<file path="config.mk">
export PLATFORM = sky130hd
export DESIGN_NAME = gray_monitor
export DESIGN_NICKNAME = d
export VERILOG_FILES = /design/src/rtl/gray_mon_pkg.sv /design/src/rtl/gray_to_bin.sv /design/src/rtl/gray_monitor.sv
export SDC_FILE = /design/constraint.sdc
export NUM_CORES = 1
export LEC_CHECK = 0
export BUFFER_PORTS_ARGS = -buffer_cell sky130_fd_sc_hd__buf_2
export CAP_MARGIN = 20
export CORE_MARGIN = 2
export CORE_UTILIZATION = 45
export CTS_BUF_LIST = sky130_fd_sc_hd__clkbuf_4
export CTS_CLUSTER_DIAMETER = 150
export DETAILED_ROUTE_END_ITERATION = 12
export GPL_TIMING_DRIVEN = 0
export PLACE_DENSITY = 0.66
export SLEW_MARGIN = 20
export SYNTH_ARGS = -nofsm -noshare
export SYNTH_HDL_FRONTEND = slang
export SYNTH_SLANG_ARGS = --single-unit
</file>
<file path="constraint.sdc">
create_clock -name clk -period 5.25 [get_ports clk]
set_clock_uncertainty 0.15 [all_clocks]
set_input_delay 0.525 -clock clk [delete_from_list [all_inputs] [get_ports clk]]
set_output_delay 0.525 -clock clk [all_outputs]
set_load 0.02 [all_outputs]
</file>
<file path="src/rtl/gray_mon_pkg.sv">
// gray_mon_pkg
//   Shared constants for the Gray-counter monitor: default parameters, FSM
//   state encodings and the Gray-to-binary helper.
//   The FSM states are plain localparam constants so the encoding stays
//   readable in older tools and waveform viewers.
//   Optional feature macro used by gray_monitor: GRAY_MON_STICKY_EN.
package gray_mon_pkg;

  localparam int DEF_WIDTH     = 8;
  localparam int DEF_ERR_CNT_W = 8;
  localparam int DEF_LOCK_CNT  = 4;

  // Upper bound on WIDTH supported by gray2bin.
  localparam int GRAY_MAX_W    = 32;

  // state | meaning
  // ------+--------------------------------------------------------------
  // ACQ   | waiting for the first valid sample, which becomes the reference
  // TRACK | comparing steps, counting consecutive good steps toward lock
  // LOCK  | stream is consistent; any bad step drops back to TRACK
  localparam logic [1:0] ST_ACQUIRE = 2'd0;
  localparam logic [1:0] ST_TRACK   = 2'd1;
  localparam logic [1:0] ST_LOCKED  = 2'd2;

  // Each binary bit is the XOR of the Gray bits at and above it.
  function automatic logic [GRAY_MAX_W-1:0] gray2bin(input logic [GRAY_MAX_W-1:0] g);
    logic [GRAY_MAX_W-1:0] b;
    b[GRAY_MAX_W-1] = g[GRAY_MAX_W-1];
    for (int i = GRAY_MAX_W - 2; i >= 0; i--) begin
      b[i] = b[i+1] ^ g[i];
    end
    return b;
  endfunction

endpackage

</file>
<file path="src/rtl/gray_to_bin.sv">
// gray_to_bin
//   Combinational Gray-to-binary converter (WIDTH <= 32).
//   Ports:
//     gray_i  in   WIDTH  Gray-coded value
//     bin_o   out  WIDTH  binary equivalent
module gray_to_bin
  import gray_mon_pkg::*;
#(
  parameter int WIDTH = DEF_WIDTH
) (
  input  logic [WIDTH-1:0] gray_i,
  output logic [WIDTH-1:0] bin_o
);

  // Zero-extending keeps the upper result bits zero, so truncation is exact.
  assign bin_o = WIDTH'(gray2bin(GRAY_MAX_W'(gray_i)));

endmodule

</file>
<file path="src/rtl/gray_monitor.sv">
// gray_monitor
//   Registers Gray samples from the upstream counter, converts them to binary
//   and checks that each valid sample is 0 or +1 (mod 2^WIDTH) from the last
//   valid one. Reports lock status, step-error pulses and a saturating count.
//   Optional: GRAY_MON_STICKY_EN adds err_sticky, set by the first step error
//   and held until reset.
//   Ports:
//     clk        in   1          clock, rising edge
//     rst        in   1          asynchronous reset, active high
//     gray_in    in   WIDTH      Gray sample
//     in_valid   in   1          gray_in valid this cycle
//     bin_out    out  WIDTH      binary value of the last accepted sample
//     bin_valid  out  1          one-cycle strobe per accepted sample
//     step_err   out  1          one-cycle pulse on an illegal step
//     locked     out  1          FSM is in LOCKED
//     err_count  out  ERR_CNT_W  saturating count of step_err pulses
//     err_sticky out  1          (GRAY_MON_STICKY_EN only) any error since reset
//   Latency: sample valid in cycle N appears on the outputs in cycle N+2.
module gray_monitor
  import gray_mon_pkg::*;
#(
  parameter int WIDTH     = DEF_WIDTH,
  parameter int ERR_CNT_W = DEF_ERR_CNT_W,
  parameter int LOCK_CNT  = DEF_LOCK_CNT
) (
  input  logic                 clk,
  input  logic                 rst,
  input  logic [WIDTH-1:0]     gray_in,
  input  logic                 in_valid,
  output logic [WIDTH-1:0]     bin_out,
  output logic                 bin_valid,
  output logic                 step_err,
  output logic                 locked,
  output logic [ERR_CNT_W-1:0] err_count
`ifdef GRAY_MON_STICKY_EN
  ,
  output logic                 err_sticky
`endif
);

  localparam int CNT_W = $clog2(LOCK_CNT + 1);

  logic [WIDTH-1:0]     s1_gray_q;
  logic                 s1_valid_q;
  logic [WIDTH-1:0]     s1_bin;

  logic [1:0]           state_q, state_d;
  logic [CNT_W-1:0]     good_cnt_q, good_cnt_d;
  logic [WIDTH-1:0]     prev_bin_q, prev_bin_d;
  logic [WIDTH-1:0]     delta;
  logic                 step_good;
  logic                 step_err_d;
  logic [ERR_CNT_W-1:0] err_cnt_q, err_cnt_d;

  logic [WIDTH-1:0]     bin_q;
  logic                 bin_valid_q;
  logic                 step_err_q;

  always_ff @(posedge clk or posedge rst) begin
    if (rst) begin
      s1_gray_q  <= '0;
      s1_valid_q <= 1'b0;
    end else begin
      s1_gray_q  <= gray_in;
      s1_valid_q <= in_valid;
    end
  end

  gray_to_bin #(.WIDTH(WIDTH)) u_gray_to_bin (
    .gray_i (s1_gray_q),
    .bin_o  (s1_bin)
  );

  always_comb begin
    state_d    = state_q;
    good_cnt_d = good_cnt_q;
    prev_bin_d = prev_bin_q;
    step_err_d = 1'b0;
    // Unsigned subtraction wraps, so MAX -> 0 comes out as delta 1.
    delta      = s1_bin - prev_bin_q;
    step_good  = (delta <= WIDTH'(1));

    if (s1_valid_q) begin
      // Resync to every valid sample so one glitch costs one error, not many.
      prev_bin_d = s1_bin;
      case (state_q)
        ST_ACQUIRE: begin
          good_cnt_d = '0;
          state_d    = ST_TRACK;
        end
        ST_TRACK: begin
          if (step_good) begin
            good_cnt_d = good_cnt_q + 1'b1;
            if (good_cnt_d == CNT_W'(LOCK_CNT)) begin
              state_d = ST_LOCKED;
            end
          end else begin
            step_err_d = 1'b1;
            good_cnt_d = '0;
          end
        end
        ST_LOCKED: begin
          if (!step_good) begin
            step_err_d = 1'b1;
            good_cnt_d = '0;
            state_d    = ST_TRACK;
          end
        end
        default: begin
          good_cnt_d = '0;
          state_d    = ST_ACQUIRE;
        end
      endcase
    end

    err_cnt_d = err_cnt_q;
    if (step_err_d && (err_cnt_q != {ERR_CNT_W{1'b1}})) begin
      err_cnt_d = err_cnt_q + 1'b1;
    end
  end

  always_ff @(posedge clk or posedge rst) begin
    if (rst) begin
      state_q     <= ST_ACQUIRE;
      good_cnt_q  <= '0;
      prev_bin_q  <= '0;
      err_cnt_q   <= '0;
      bin_q       <= '0;
      bin_valid_q <= 1'b0;
      step_err_q  <= 1'b0;
    end else begin
      state_q     <= state_d;
      good_cnt_q  <= good_cnt_d;
      prev_bin_q  <= prev_bin_d;
      err_cnt_q   <= err_cnt_d;
      bin_valid_q <= s1_valid_q;
      step_err_q  <= step_err_d;
      if (s1_valid_q) begin
        bin_q <= s1_bin;
      end
    end
  end

  assign bin_out   = bin_q;
  assign bin_valid = bin_valid_q;
  assign step_err  = step_err_q;
  assign locked    = (state_q == ST_LOCKED);
  assign err_count = err_cnt_q;

`ifdef GRAY_MON_STICKY_EN
  logic sticky_q;

  always_ff @(posedge clk or posedge rst) begin
    if (rst) begin
      sticky_q <= 1'b0;
    end else if (step_err_d) begin
      sticky_q <= 1'b1;
    end
  end

  assign err_sticky = sticky_q;
`endif

endmodule

</file>
* After elaboration in Yosys (flattened, before gate mapping) *
Index checks and enable logic that the tools add are counted.
Widths: inputs -> output; s select.

cells by class
  add/sub/neg operators = 3
  magnitude comparators = 1
  equal/unequal tests = 7
  mux-type cells = 10
  bitwise logic cells = 7
  reduce and logical (&&, ||, !) cells = 5

operators with widths
  kind                 number
  $add 8x1->8 const B  1
  $le 8x1->1 const B   1
  $ne 8x8->1 const B   1
  $sub 8x8->8          1
  $xor 1x1->1          7
  $mux 2               3
  $mux 3               2
  $ne 2x2->1 const B   3
  $pmux 2 s3           1
  $pmux 3 s2           1
  $reduce_and 4->1     1
  $add 3x1->3 const B  1
  $eq 3x3->1 const B   1
  $mux 1               3
  $eq 2x1->1 const B   1
  $eq 2x2->1 const B   1
  $logic_not 2->1      1
  $reduce_and 2->1     1
  $reduce_or 2->1      1
  $logic_and 1x1->1    1

word-level totals
  register bits = 32
  bits of input ports = 11
  output and inout bits = 19

* Longest topological paths before layout *
  depth in word-level cells = 13
  gate-level depth with buffers = 16

* By module *
From an unflattened synthesis, not the netlist that was laid out.

second synthesis, totals
  cells, all modules = 171
  area total of the unflattened synthesis = 1879.3 sq um

modules (own cells, without submodules)
  module        instances  cells each  area an instance (sq um)  seq. area each (sq um)
  gray_monitor  1          158         1754.2                    800.8
  gray_to_bin   1          13          125.1                     0.0

* Worst setup path before layout *
No wires, ideal clock.

  path kind = register -> register
  start point = register s1_gray_q[7]
  end point = register state_q[0]
  setup time = 0.079 ns
  arrival time = 3.895 ns
  required time = 5.021 ns
  setup slack = 1.126 ns
  stages on the path, launching flop included = 16
  path buffers = 0
  clock period less this slack = 4.124 ns
  path through = dfrtp_1 > xnor2_2 > xnor2_2 > xnor2_4 > xor2_2 > xor2_2 > xnor2_1 > ha_1 > inv_1 > fa_1 > xor2_1 > a2111oi_1 > o2111ai_1 > or3_1 > a221oi_2 > mux2i_1

between the ends
  word-level cells in the longest chain between the ends = 11

ends and longest elaborated chain
  what                          RTL line             RTL
  from (decl)                   gray_monitor.sv:43   logic [WIDTH-1:0] s1_gray_q;
  from (signal assigned)        gray_monitor.sv:64   s1_gray_q <= gray_in;
  $xor 1x1->1 * (2 in series)   gray_mon_pkg.sv:30   b[i] = b[i+1] ^ g[i];
  named net s1_bin[5]           gray_monitor.sv:45   logic [WIDTH-1:0] s1_bin;
  $xor 1x1->1 * (2 in series)   gray_mon_pkg.sv:30
  named net s1_bin[3]           gray_monitor.sv:45
  $xor 1x1->1 *                 gray_mon_pkg.sv:30
  named net s1_bin[2]           gray_monitor.sv:45
  $xor 1x1->1 *                 gray_mon_pkg.sv:30
  named net s1_bin[1]           gray_monitor.sv:45
  $xor 1x1->1                   gray_mon_pkg.sv:30
  $sub 8x8->8 *                 gray_monitor.sv:80   delta = s1_bin - prev_bin_q;
  $le 8x1->1 *                  gray_monitor.sv:81   step_good = (delta <= WIDTH'(1));
  $ne 2x2->1 (no line)          -
  $reduce_and 4->1 (no line) *  -
  to (signal assigned)          gray_monitor.sv:132  state_q <= state_d;
  to (decl)                     gray_monitor.sv:47   logic [1:0] state_q, state_d;

Mark *: on every way through the listed nets, which the timed path passes. The rest lies on a longest branch.
A chain may end at the register's enable or synchronous reset.

* Worst setup path after layout *
Ends and elaborated chain as after synthesis.

==> flow_summary.toml <==
[timing]
setup_viol = 0
hold_violations = 0
tightest_slew_ps = 652.8
finalSetupTns_ps = 0
final_max_slew_viol_count = 0
min_period_ps = 4440
rsz0062_at_grt = "false"
relSlewSlack_pct = 56.42
fin_crit_sh_pct = 84.57
max_freq_mhz = 225.2

[status]
status = "finished clean"

[cells_and_area]
fill_cells = 363
n_antenna_cell = 0
layout.nets = 223
drive_above_1_share_pct = 23.35
final_core_util_pct = 54.24
syn2layout_area_growth_pct = 14.30
area.sequential_um2 = 800.8
multi_input_area_um2 = 878.3

[setup_path]
critPathLaunchType = "register"
critical_path_required_ps = 5360
end_kind = "register"
crit_arrival_ps = 4550
criticalPathCategory = "reg2reg"
cp_max_fo = 4

[logic_synthesis]
syn-num-nets = 187
ys_seq_area_share_pct = 45.75
synth.distinct_cells = 39
synth_seq_cells = 32
avgSynthCellArea_um2 = 10.87
yosysMostFrequentCell = "dfrtp_1"
synth_area_leaders = "dfrtp_1 46%, ha_1 10%, xor2_1 4.0%"
synth_simple_gate_area_share_pct = 9.507
synthXorXnorAreaFrac_pct = 12.29
synth_top_area_cell = "dfrtp_1"
synth_edf_count = 0
synthAdderAreaFrac_pct = 11.15
muxShareOfSynthArea_pct = 3.645
synth_compound_area_share_pct = 13.58
synthArstFlopShare_pct = 100.0
ys.flop_type = "dfrtp_1"
synth_top_family_by_area = "compound AO/OA/AOI/OAI gates"
synth_common_cells = "32 x dfrtp_1, 17 x inv_1, 14 x ha_1"
ys_warn_count = 0
syn_area_um2 = 1750
yosysTopAreaCellShare_pct = 45.75
postSynthCellCount = 161

[routing]
drt-total-wl_um = 2983
via_per_inst = 5.004
wl_per_cell_um = 12.18
ant_nets = 0
first_pass_iters = 4
vias = 1226
drt_iter0_markers = 45
drc = 0

[grt]
busiest_layer = "met2"
antenna_found_initial = 0
grtUsageMet3_pct = 5.281
grt_pass1_wl_um = 5485
grt_max_degree = 33
met1_usage_pct = 21.32
first_global_vias = 1236
grt_util_all_layers_pct = 16.84
grt_overflow = 0
met2_usage_pct = 26.63

[die]
die_w_um = 66.37
start_util_pct = 47.46
num_rows = 22
die_h_um = 66.37
die_area_um2 = 4405
pin_count = 30
core_um2 = 3689

[clock_tree]
cts_tree = "done"
post_cts_resized = 0
clockBufferDepth = 2
path_clk_slew_ps = 90
root_buffer = "clkbuf_4"
clkLatencyLatePin_ps = 320
clock-sinks = 32
cts_buffers = 5
htreeDepth = 2
holdBufCountCts = 0
postCtsSetupRepairBufs = 0

[power_and_ir_drop]
leakage_uw = 0.0009750
irDropWorstVdd_mv = 0.2183
p_per_area_nw_per_um2 = 412.9

[placed_design]
dp.final_hpwl_um = 2253
port_buffers = 29
gp_congestion = 0.7932

[hold_path]
hold_path.class = "in2async"

[flow_run]
max_cap_viol_count = 0
per-layer routing:
metal	vias to the layer above	share of wire [%]
li1	624	-
met1	570	46
met2	27	47
met3	5	4.8
met4	0	1.9
met5	-	0
critical path, stage by stage (launching register included):
cell       delay [ps]
dfrtp_1           430
xnor2_2           190
xnor2_2           370
xnor2_4           190
xor2_2            240
xor2_2            280
xnor2_1           180
ha_1              190
inv_1              50
fa_1              390
xor2_1            150
a2111oi_1         350
o2111ai_1         300
or3_1             460
a221oi_2          250
mux2i_1           200
worst paths after layout:
| check | startpoint | end | slack (ps) | depth (start not counted) |
|---|---|---|---|---|
| worst max-delay path | s1_gray_q[7] | state_q[0] | 810 | 15 |
| worst min-delay path | rst | s1_gray_q[5] | 130 | 2 |
| worst max register to register | s1_gray_q[7] | state_q[0] | 810 | 15 |
| worst min register to register | s1_valid_q | bin_valid | 230 | 0 |
| max in group asynchronous | rst | err_count[6] | 4390 | 2 |
| min in group clk | gray_in[5] | s1_gray_q[5] | 150 | 1 |
power by group:
part | internal [µW] | switching (µW)
Sequential | 291 | 39.8
Combinational | 154 | 218
Clock | 46.6 | 76.9
per-stage QoR:
| stage | cells | total power (µW) | setup WS, ps | hold WS [ps] | instance area, µm² |
|---|---|---|---|---|---|
| after floorplan | 161 | 617.9 | 1126 | 201.9 | 1750 |
| final | 245 | 826.0 | 810.1 | 129.1 | 2001 |
| after CTS | 245 | 835.0 | 748.8 | 137.2 | 2001 |
| after global routing | 245 | 904.9 | 452.4 | 122.9 | 2001 |
| after global placement | 238 | 698.5 | 827.4 | 215.0 | 1956 |
| after detailed placement | 238 | 709.1 | 765.5 | 213.4 | 1956 |
logic make-up (layout without fill, tap and decap cells):
kind of cell / Yosys count / count (layout)
compound gates: 32 / 32
simple gates: 38 / 38
buf+inv: 19 / 55
fa+ha+maj: 15 / 15
mux: 6 / 6
flops: 32 / 32
xor+xnor: 19 / 19
final cells by class:
type                       count  share of cell area [%]
buffer                         2                  0.3752
clock buffer                   5                   1.876
clock inverter                 2                  0.3752
inverter                      17                   3.189
multi-input combinational    110                   43.90
sequential                    32                   40.02
tap                           48                   3.002
timing repair buffer          29                   7.255
state kept, by name, indices dropped and copies added (netlist names):
register	count
s1_valid_q	1
good_cnt_q	3
step_err	1
state_q	2
bin_valid	1
bin_out	8
s1_gray_q	8
err_count	8
layout by cell type (no fill, tap or decap), types with 2 or more instances in the layout:
| cell | n |
|---|---|
| nor2_1 | 13 |
| nand3_1 | 5 |
| xnor2_1 | 6 |
| dfrtp_1 | 32 |
| buf_2 | 29 |
| clkbuf_4 | 5 |
| inv_1 | 16 |
| clkbuf_1 | 2 |
| xor2_2 | 2 |
| clkinv_1 | 2 |
| nand2_1 | 11 |
| a21oi_1 | 5 |
| mux2i_1 | 3 |
| o21ai_0 | 7 |
| xnor2_2 | 2 |
| a211oi_1 | 2 |
| nand2b_1 | 3 |
| nor3_1 | 4 |
| mux2_2 | 3 |
| a21o_1 | 2 |
| xor2_1 | 8 |
| ha_1 | 14 |
No activity file was read; power rests on OpenSTA's default activity.
